### config.mk
export PLATFORM = sky130hd
export DESIGN_NAME = multicycle_driver
export DESIGN_NICKNAME = d
export VERILOG_FILES = /design/src/rtl/multicycle_driver.sv
export SDC_FILE = /design/constraint.sdc
export NUM_CORES = 1
export LEC_CHECK = 0
export ABC_AREA = 1
export CAP_MARGIN = 20
export CELL_PAD_IN_SITES_DETAIL_PLACEMENT = 0
export CELL_PAD_IN_SITES_GLOBAL_PLACEMENT = 1
export CORE_MARGIN = 4
export CORE_UTILIZATION = 37
export CTS_CLUSTER_SIZE = 20
export DETAILED_ROUTE_END_ITERATION = 8
export GPL_TIMING_DRIVEN = 1
export HOLD_SLACK_MARGIN = 0.15
export PLACE_DENSITY = 0.78
export SETUP_SLACK_MARGIN = 0.05
export SKIP_CTS_REPAIR_TIMING = 1
export SYNTH_ARGS = -nofsm -noshare
export SYNTH_HDL_FRONTEND = slang
export SYNTH_SLANG_ARGS = --single-unit
### constraint.sdc
create_clock -name clock -period 3.2 [get_ports clock]
set_clock_uncertainty 0.05 [all_clocks]
set_input_delay 0.32 -clock clock [delete_from_list [all_inputs] [get_ports clock]]
set_output_delay 0.32 -clock clock [all_outputs]
set_load 0.01 [all_outputs]
### src/rtl/multicycle_driver.sv
// Issue stage for a start/done multi-cycle unit: operand FIFO, one-at-a-time issue, result hold.
// Optional watchdog enabled by defining MC_TIMEOUT_EN.
module multicycle_driver #(
   parameter int WIDTH          = 32,
   parameter int FIFO_DEPTH     = 2,
   parameter int TIMEOUT_CYCLES = 16
) (
   input  logic             clock,
   input  logic             reset,
   input  logic             in_valid,
   output logic             in_ready,
   input  logic [WIDTH-1:0] in_data,
   output logic             mc_start,
   output logic [WIDTH-1:0] mc_inp,
   input  logic             mc_done,
   input  logic [WIDTH-1:0] mc_out,
   output logic             out_valid,
   input  logic             out_ready,
   output logic [WIDTH-1:0] out_data,
   output logic             busy,
   output logic             timeout_err
);

   localparam int AW = $clog2(FIFO_DEPTH);
   localparam logic [AW:0] PTR_ONE = (AW+1)'(1);

   if ((FIFO_DEPTH < 2) || ((FIFO_DEPTH & (FIFO_DEPTH - 1)) != 0)) begin : g_bad_depth
      $error("FIFO_DEPTH must be a power of two and at least 2");
   end
   if (TIMEOUT_CYCLES < 1) begin : g_bad_timeout
      $error("TIMEOUT_CYCLES must be at least 1");
   end

   typedef enum logic {ST_IDLE, ST_WAIT} state_t;

   state_t            state_q, state_d;
   logic [AW:0]       wr_ptr_q, wr_ptr_d;
   logic [AW:0]       rd_ptr_q, rd_ptr_d;
   logic [WIDTH-1:0]  fifo_q [FIFO_DEPTH];
   logic              mc_start_q, mc_start_d;
   logic [WIDTH-1:0]  mc_inp_q, mc_inp_d;
   logic              out_valid_q, out_valid_d;
   logic [WIDTH-1:0]  out_data_q, out_data_d;
   logic              full, empty, push, pop;
   logic [WIDTH-1:0]  head;

`ifdef MC_TIMEOUT_EN
   localparam int CW = $clog2(TIMEOUT_CYCLES + 1);
   localparam logic [CW-1:0] CNT_LAST = CW'(TIMEOUT_CYCLES - 1);
   localparam logic [CW-1:0] CNT_ONE  = CW'(1);
   logic [CW-1:0]     cnt_q, cnt_d;
   logic              timeout_q, timeout_d;
`endif

   assign empty = (wr_ptr_q == rd_ptr_q);
   assign full  = (wr_ptr_q[AW] != rd_ptr_q[AW]) && (wr_ptr_q[AW-1:0] == rd_ptr_q[AW-1:0]);
   assign in_ready = !full;
   assign push  = in_valid && !full;
   assign head  = fifo_q[rd_ptr_q[AW-1:0]];

   assign wr_ptr_d = push ? (wr_ptr_q + PTR_ONE) : wr_ptr_q;
   assign rd_ptr_d = pop  ? (rd_ptr_q + PTR_ONE) : rd_ptr_q;

   // Storage carries no reset; only the pointers define occupancy.
   always_ff @(posedge clock) begin
      if (push) begin
         fifo_q[wr_ptr_q[AW-1:0]] <= in_data;
      end
   end

   always_comb begin
      state_d     = state_q;
      mc_start_d  = 1'b0;
      mc_inp_d    = mc_inp_q;
      out_valid_d = out_valid_q;
      out_data_d  = out_data_q;
      pop         = 1'b0;
`ifdef MC_TIMEOUT_EN
      cnt_d       = cnt_q;
      timeout_d   = timeout_q;
`endif
      if (out_valid_q && out_ready) begin
         out_valid_d = 1'b0;
      end
      case (state_q)
         ST_IDLE: begin
            // Gating on the registered out_valid delays issue by one edge after the result drains.
            if (!empty && !out_valid_q) begin
               state_d    = ST_WAIT;
               mc_start_d = 1'b1;
               mc_inp_d   = head;
               pop        = 1'b1;
`ifdef MC_TIMEOUT_EN
               cnt_d      = '0;
`endif
            end
         end
         ST_WAIT: begin
            // A done overlapping the start pulse belongs to no operation of ours.
            if (mc_done && !mc_start_q) begin
               out_data_d  = mc_out;
               out_valid_d = 1'b1;
               state_d     = ST_IDLE;
            end
`ifdef MC_TIMEOUT_EN
            else if (cnt_q == CNT_LAST) begin
               out_data_d  = '1;
               out_valid_d = 1'b1;
               timeout_d   = 1'b1;
               state_d     = ST_IDLE;
            end else begin
               cnt_d = cnt_q + CNT_ONE;
            end
`endif
         end
         default: state_d = ST_IDLE;
      endcase
   end

   always_ff @(posedge clock or negedge reset) begin
      if (!reset) begin
         state_q     <= ST_IDLE;
         wr_ptr_q    <= '0;
         rd_ptr_q    <= '0;
         mc_start_q  <= 1'b0;
         mc_inp_q    <= '0;
         out_valid_q <= 1'b0;
         out_data_q  <= '0;
`ifdef MC_TIMEOUT_EN
         cnt_q       <= '0;
         timeout_q   <= 1'b0;
`endif
      end else begin
         state_q     <= state_d;
         wr_ptr_q    <= wr_ptr_d;
         rd_ptr_q    <= rd_ptr_d;
         mc_start_q  <= mc_start_d;
         mc_inp_q    <= mc_inp_d;
         out_valid_q <= out_valid_d;
         out_data_q  <= out_data_d;
`ifdef MC_TIMEOUT_EN
         cnt_q       <= cnt_d;
         timeout_q   <= timeout_d;
`endif
      end
   end

   assign mc_start  = mc_start_q;
   assign mc_inp    = mc_inp_q;
   assign out_valid = out_valid_q;
   assign out_data  = out_data_q;
   assign busy      = (state_q == ST_WAIT) || !empty || out_valid_q;
`ifdef MC_TIMEOUT_EN
   assign timeout_err = timeout_q;
`else
   assign timeout_err = 1'b0;
`endif

endmodule

==> results.md, run 1 <==
* Critical path's most frequent cell: nand2_1
* Max frequency at 406.2 MHz
* Routed WL at 12560 um
* Clock Tree Root: clkbuf_16
* WP buf/inv at 2
* Worst Path Required at 2.83 ns
* Synth area leader: edfxtp_1
* GRT Total Usage at 15.99%
* Max Fanout on Critical Path at 35
* H-tree depth at 4
* Vias in the first global route at 3941
* CP Capture Type: output port
* Die Height at 127.3 um
* Power Dens Cells at 1037 nW/um2
* Clock tree buffer depth at 2
* Post-synthesis compound-gate area fraction at 0.1901%
* Sequential element share of the synthesized area at 70.25%
* Synth Net Count at 563
* Dpl hpwl at 7998 um
* Hold path start: mc_inp[13]
* Hold slack at 0.4155 ns
* Top delay family on crit path: buffers and inverters
* R2R setup slack at 0.97 ns
* Synthesized area at 5265 um2
* FF-to-FF End: fifo_q[0][25]
* Clk sinks at 135
* Clock power share at 25.4%
* Clock-pin slew on the worst setup and hold paths at 0.05 ns
* Synthesized area per cell at 10.66 um2
* Fin worst setup slack at 0.7381 ns
* Net Switching at 2.653 mW
* DRC at 0
* Prevailing post-synth register cell: dfrtp_1
* # setup viols final at 0
* Clock latency on the worst-skew pair at 0.41 ns
* VDD IR max at 0.4376 mV
* Place WS at 0.7404 ns
* Post-synth EDFFs at 64
* Count leader, synth: nand2_1
* Min Tclk post-route at 2.462 ns
* Hold path depth at 2
* Final worst-path cycle share at 76.93%
* Lkg Pwr at 3.307 nW
* Layout cell share with drive strength beyond 1 at 7.009%
* Gr ovfl total at 0
* GPL Wtd Cong at 0.8195
* Mux contribution to synthesized area at 0%
* Largest net degree at the start of global routing at 72
* Antenna-violating nets left at 0
* # fillers at 1209
* Die W at 127.3 um
* Max Slew Vio Count at 0
* # rows at 43
* #FFs+latches synth at 135
* Drt initial violations at 188
* P&R area growth vs syn at 40.19%
* Synth area leaders: edfxtp_1 37%, dfrtp_1 34%, nand2_1 17%, nand3_1 6.6%, buf_2 1.2%
* Reg2reg start: rd_ptr_q[0]
* Ys Warns at 0
* Post-Synth Adder-Cell Area at 0%
* Combinational family with the most area after synthesis: simple AND/OR/NAND/NOR gates
* Initial core utilization at 37.78%
* Placed Cells at 788
* Final #Nets at 698
* PnR Total Power at 7.657 mW
* Post-route insts no fill at 822
* Critical path depth at 5
* Vias post-DR at 3896
* Total CTS buffers at 17
* Area post-placement at 6744 um2
* Post-route cell area at 7381 um2
* Fin util at 52.97%
* Post-synth top cells: 243 x nand2_1, 71 x dfrtp_1, 69 x nand3_1
* Class of the worst hold path: flop to flop
* Status: completed
* PortBufs at 136
* Vias per cell at 4.740
* Critical-path cell list: buf_4, nand2_1, nand2_2, nand2_1, clkdlybuf4s50_1
* CTS tree: yes
* Net Sw Frac at 34.65%
* Initial antenna violation count at 0
* Area share of the largest cell type after synthesis at 36.50%
* Crit start category: flop
* Comb power frac at 37.7%
* Number of antenna diodes at 0
* Die area at 16200 um2
* Slew headroom at 36.32%
* Asr flop ratio synth at 52.59%
* Crit-path max cell delay at 0.51 ns
* Drt pass-1 iters at 5
* P_int at 5.004 mW
* Kind of critical path: flop to output port
* XOR/XNOR Fraction of Synth Area at 0.3327%
* RSZ-0062 raised after global routing: false
* Count of cell types in the netlist at 19
* Final hold vios at 0
* MaxCap Viol Count at 0
* TNS Setup at 0 ns
* Sequential cell area at 3699 um2
* Slowest cell on the critical path: clkdlybuf4s50_1
* Global-route wire length before repair at 20290 um
* # IOs at 138
* Multi-input combinational cell area at 1379 um2
* Worst-margin pin slew at 0.9552 ns
* Simple-Gate Fraction of Synth Area at 25.45%
* Post-Syn Instances at 494
* WL per Instance at 15.28 um
* Worst R2R Path Depth at 7
* Reg power frac at 36.9%
* Critical Path AT at 2.09 ns
* Core ar. at 13930 um2
* Worst hold endpoint: mc_inp[13]
-- sequential cells by signal (all words and copies together) (netlist names) --
signal	flops
fifo_q	64
mc_inp	32
out_data	32
rd_ptr_q	2
wr_ptr_q	2
mc_start	1
out_valid	1
state_q	1
-- logic make-up after synthesis --
group / Yosys count
simple gates: 319
flops: 135
buf+inv: 35
compound gates: 2
xor+xnor: 2
other cells: 1
-- worst min-delay path, cell delays in order (launching register included) --
cell     delay [ns]
dfrtp_1        0.34
nand2_1        0.05
nand2_1        0.04
-- worst max-delay path by stage --
stage / start / endpoint / slack (ns)
2_1_floorplan: rd_ptr_q[0] / fifo_q[1][0] / 0.44
3_3_place_gp: mc_done / out_data[25] / 0.79
3_5_place_dp: mc_done / out_data[25] / 0.74
4_1_cts: rd_ptr_q[0] / in_ready / 0.70
5_1_grt: out_valid / busy / 0.60
6_report: rd_ptr_q[0] / in_ready / 0.74
-- power by group through the flow --
stage               combinational [mW]  sequential [mW]  clock (mW)
floorplan                         1.49             2.98           0
global placement                  2.89             2.83           0
detailed placement                2.92             2.85           0
CTS                               2.94             2.83        1.99
global route                      3.23             2.89        2.06
finish                            2.89             2.82        1.95
-- cell type report --
type                       instances  area share [%]
clock buffer                      26           6.916
clock inverter                     6           1.204
inverter                           8          0.4408
multi-input combinational        324           18.68
sequential                       135           50.11
tap                              180           3.051
timing repair buffer             143           19.60
-- placed cells by master, fill, tap and decap left out --
master           instances
clkinvlp_4               2
clkbuf_1                 5
inv_4                    1
clkinv_2                 1
nand2_1                243
clkdlybuf4s50_1        135
dlygate4sd3_1            1
nand3_1                 69
xor2_1                   2
inv_2                    3
bufinv_16                2
inv_1                    4
clkbuf_16               18
edfxtp_1                64
buf_12                   1
nor2_4                   1
nand2_2                  2
conb_1                   1
clkbuf_8                 3
clkinv_4                 1
nand2_8                  2
nor2_2                   1
nor2_8                   1
dfrtp_1                 71
buf_16                   1
buf_4                    5
o21ai_0                  2
-- metal layers --
metal	track usage, %	up-vias	routed length, um
met1	21.58	1858	5634
met3	5.393	12	927
met2	24.78	148	5888
met5	0	-	0
li1	-	1878	-
met4	4.543	0	108
Note: power is estimated with default switching activity, not from simulation.
==> inputs of run 2 (changes only) <==
--- a/config.mk
+++ b/config.mk
@@ -10,12 +10,12 @@
 export CELL_PAD_IN_SITES_DETAIL_PLACEMENT = 0
 export CELL_PAD_IN_SITES_GLOBAL_PLACEMENT = 1
 export CORE_MARGIN = 4
-export CORE_UTILIZATION = 37
+export CORE_UTILIZATION = 34
 export CTS_CLUSTER_SIZE = 20
 export DETAILED_ROUTE_END_ITERATION = 8
 export GPL_TIMING_DRIVEN = 1
 export HOLD_SLACK_MARGIN = 0.15
-export PLACE_DENSITY = 0.78
+export PLACE_DENSITY = 0.76
 export SETUP_SLACK_MARGIN = 0.05
 export SKIP_CTS_REPAIR_TIMING = 1
 export SYNTH_ARGS = -nofsm -noshare
==> constraint.sdc (replaced) <==
create_clock -name clock -period 2 [get_ports clock]
set_clock_uncertainty 0.05 [all_clocks]
set_input_delay 0.2 -clock clock [delete_from_list [all_inputs] [get_ports clock]]
set_output_delay 0.2 -clock clock [all_outputs]
set_load 0.01 [all_outputs]
==> results.md, run 2 (synthesis gave the netlist of run 1 again) <==
* Status: completed
* Class of the worst hold path: input port to asynchronous set/reset pin
* Die area at 17540 um2
* CTS tree: yes
* Lkg Pwr at 3.339 nW
* Vias per cell at 4.671
* Core ar. at 15200 um2
* Grt met3 use at 4.829%
* Slew headroom at 63.38%
* Antenna-violating nets left at 0
* Place WS at 0.2934 ns
* Routed WL at 12760 um
* Max Slew Vio Count at 0
* Worst Path Required at 1.75 ns
* Crit-path max cell delay at 0.62 ns
* # IOs at 138
* Fin util at 49.12%
* Total CTS buffers at 17
* Number of antenna diodes at 0
* Drt initial violations at 175
* Kind of critical path: flop to output port
* Busiest grt layer: met2
* GRT Total Usage at 15.02%
* Clock latency on the worst-skew pair at 0.41 ns
* Min Tclk post-route at 1.755 ns
* Dpl hpwl at 8471 um
* Drt pass-1 iters at 5
* Placed Cells at 803
* Layout cell share with drive strength beyond 1 at 8.642%
* Vias post-DR at 3905
* P&R area growth vs syn at 41.83%
* R2R setup slack at 0.29 ns
* Clk sinks at 135
* Max frequency at 569.7 MHz
* Slowest cell on the critical path: clkdlybuf4s50_1
* Critical-path cell list: clkdlybuf4s50_1
* M2 GR Usage at 23.94%
* Clock Tree Root: clkbuf_16
* Die Height at 132.4 um
* Vias in the first global route at 3994
* Final #Nets at 704
* Critical Path AT at 1.51 ns
* Top delay family on crit path: buffers and inverters
* Largest net degree at the start of global routing at 40
* Power Dens Cells at 1656 nW/um2
* Initial core utilization at 34.63%
* Hold slack at 0.2941 ns
* Max Fanout on Critical Path at 3
* Gr ovfl total at 0
* Final worst-path cycle share at 87.77%
* DRC at 0
* RSZ-0062 raised after global routing: false
* Most common cell after layout, fill and taps aside: nand2_1
* Post-route insts no fill at 836
* H-tree depth at 4
* CP Capture Type: output port
* Worst-margin pin slew at 0.5492 ns
* # setup viols final at 0
* # rows at 45
* Fin worst setup slack at 0.2445 ns
* Global-route wire length before repair at 20780 um
* Clock tree buffer depth at 2
* PortBufs at 136
* TNS Setup at 0 ns
* Max FFs per register at 64
* Die W at 132.4 um
* Met1 global-route usage at 19.29%
* GPL Wtd Cong at 0.7999
* Crit start category: flop
* Final hold vios at 0
* VDD IR max at 0.8349 mV
* WL per Instance at 15.27 um
* WP buf/inv at 1
* Most frequent cells in the layout: 243 x nand2_1, 133 x clkdlybuf4s50_1, 71 x dfrtp_1
* Clock-pin slew on the worst setup and hold paths at 0.06 ns
* Initial antenna violation count at 0
* MaxCap Viol Count at 0
[run 2: layout make-up]
| cell class | count | area (um2) |
|---|---|---|
| Timing Repair Buffer | 149 | 1514 |
| Clock inverter | 14 | 175.2 |
| Fill cell | 1350 | 7735 |
| Tap cell | 188 | 235.2 |
| Inverter | 8 | 36.28 |
| Clock buffer | 18 | 429.2 |
| Sequential cell | 135 | 3699 |
| Multi-Input combinational cell | 324 | 1379 |
[run 2: final timing paths]
check	from	end	cells after the start
hold reg to reg	mc_inp[29]	mc_inp[29]	2
min in group clock	mc_out[7]	out_data[7]	3
setup reg to reg	wr_ptr_q[0]	fifo_q[0][11]	7
hold / removal	reset	mc_start	2
max in group asynchronous	reset	out_data[17]	3
setup / recovery	out_valid	out_valid	1
[run 2: metal layers]
metal,routed length (um),vias to the layer above
li1,-,1899
met1,5703,1847
met2,5996,147
met3,880,12
met4,180,0
met5,0,-
[run 2: stage by stage]
step	power, mW	instance area [um2]
CTS	12.58	7452
finish	12.37	7467
global placement	9.247	6848
global route	13.24	7467
floorplan	7.168	5276
detailed placement	9.360	6848
[run 2: power breakdown]
part           switching [mW]  leakage (nW)  total [mW]  internal (mW)
registers               0.498          1.48        4.50           4.00
logic                    2.65          1.57        4.71           2.06
clock network            1.19         0.287        3.15           1.97
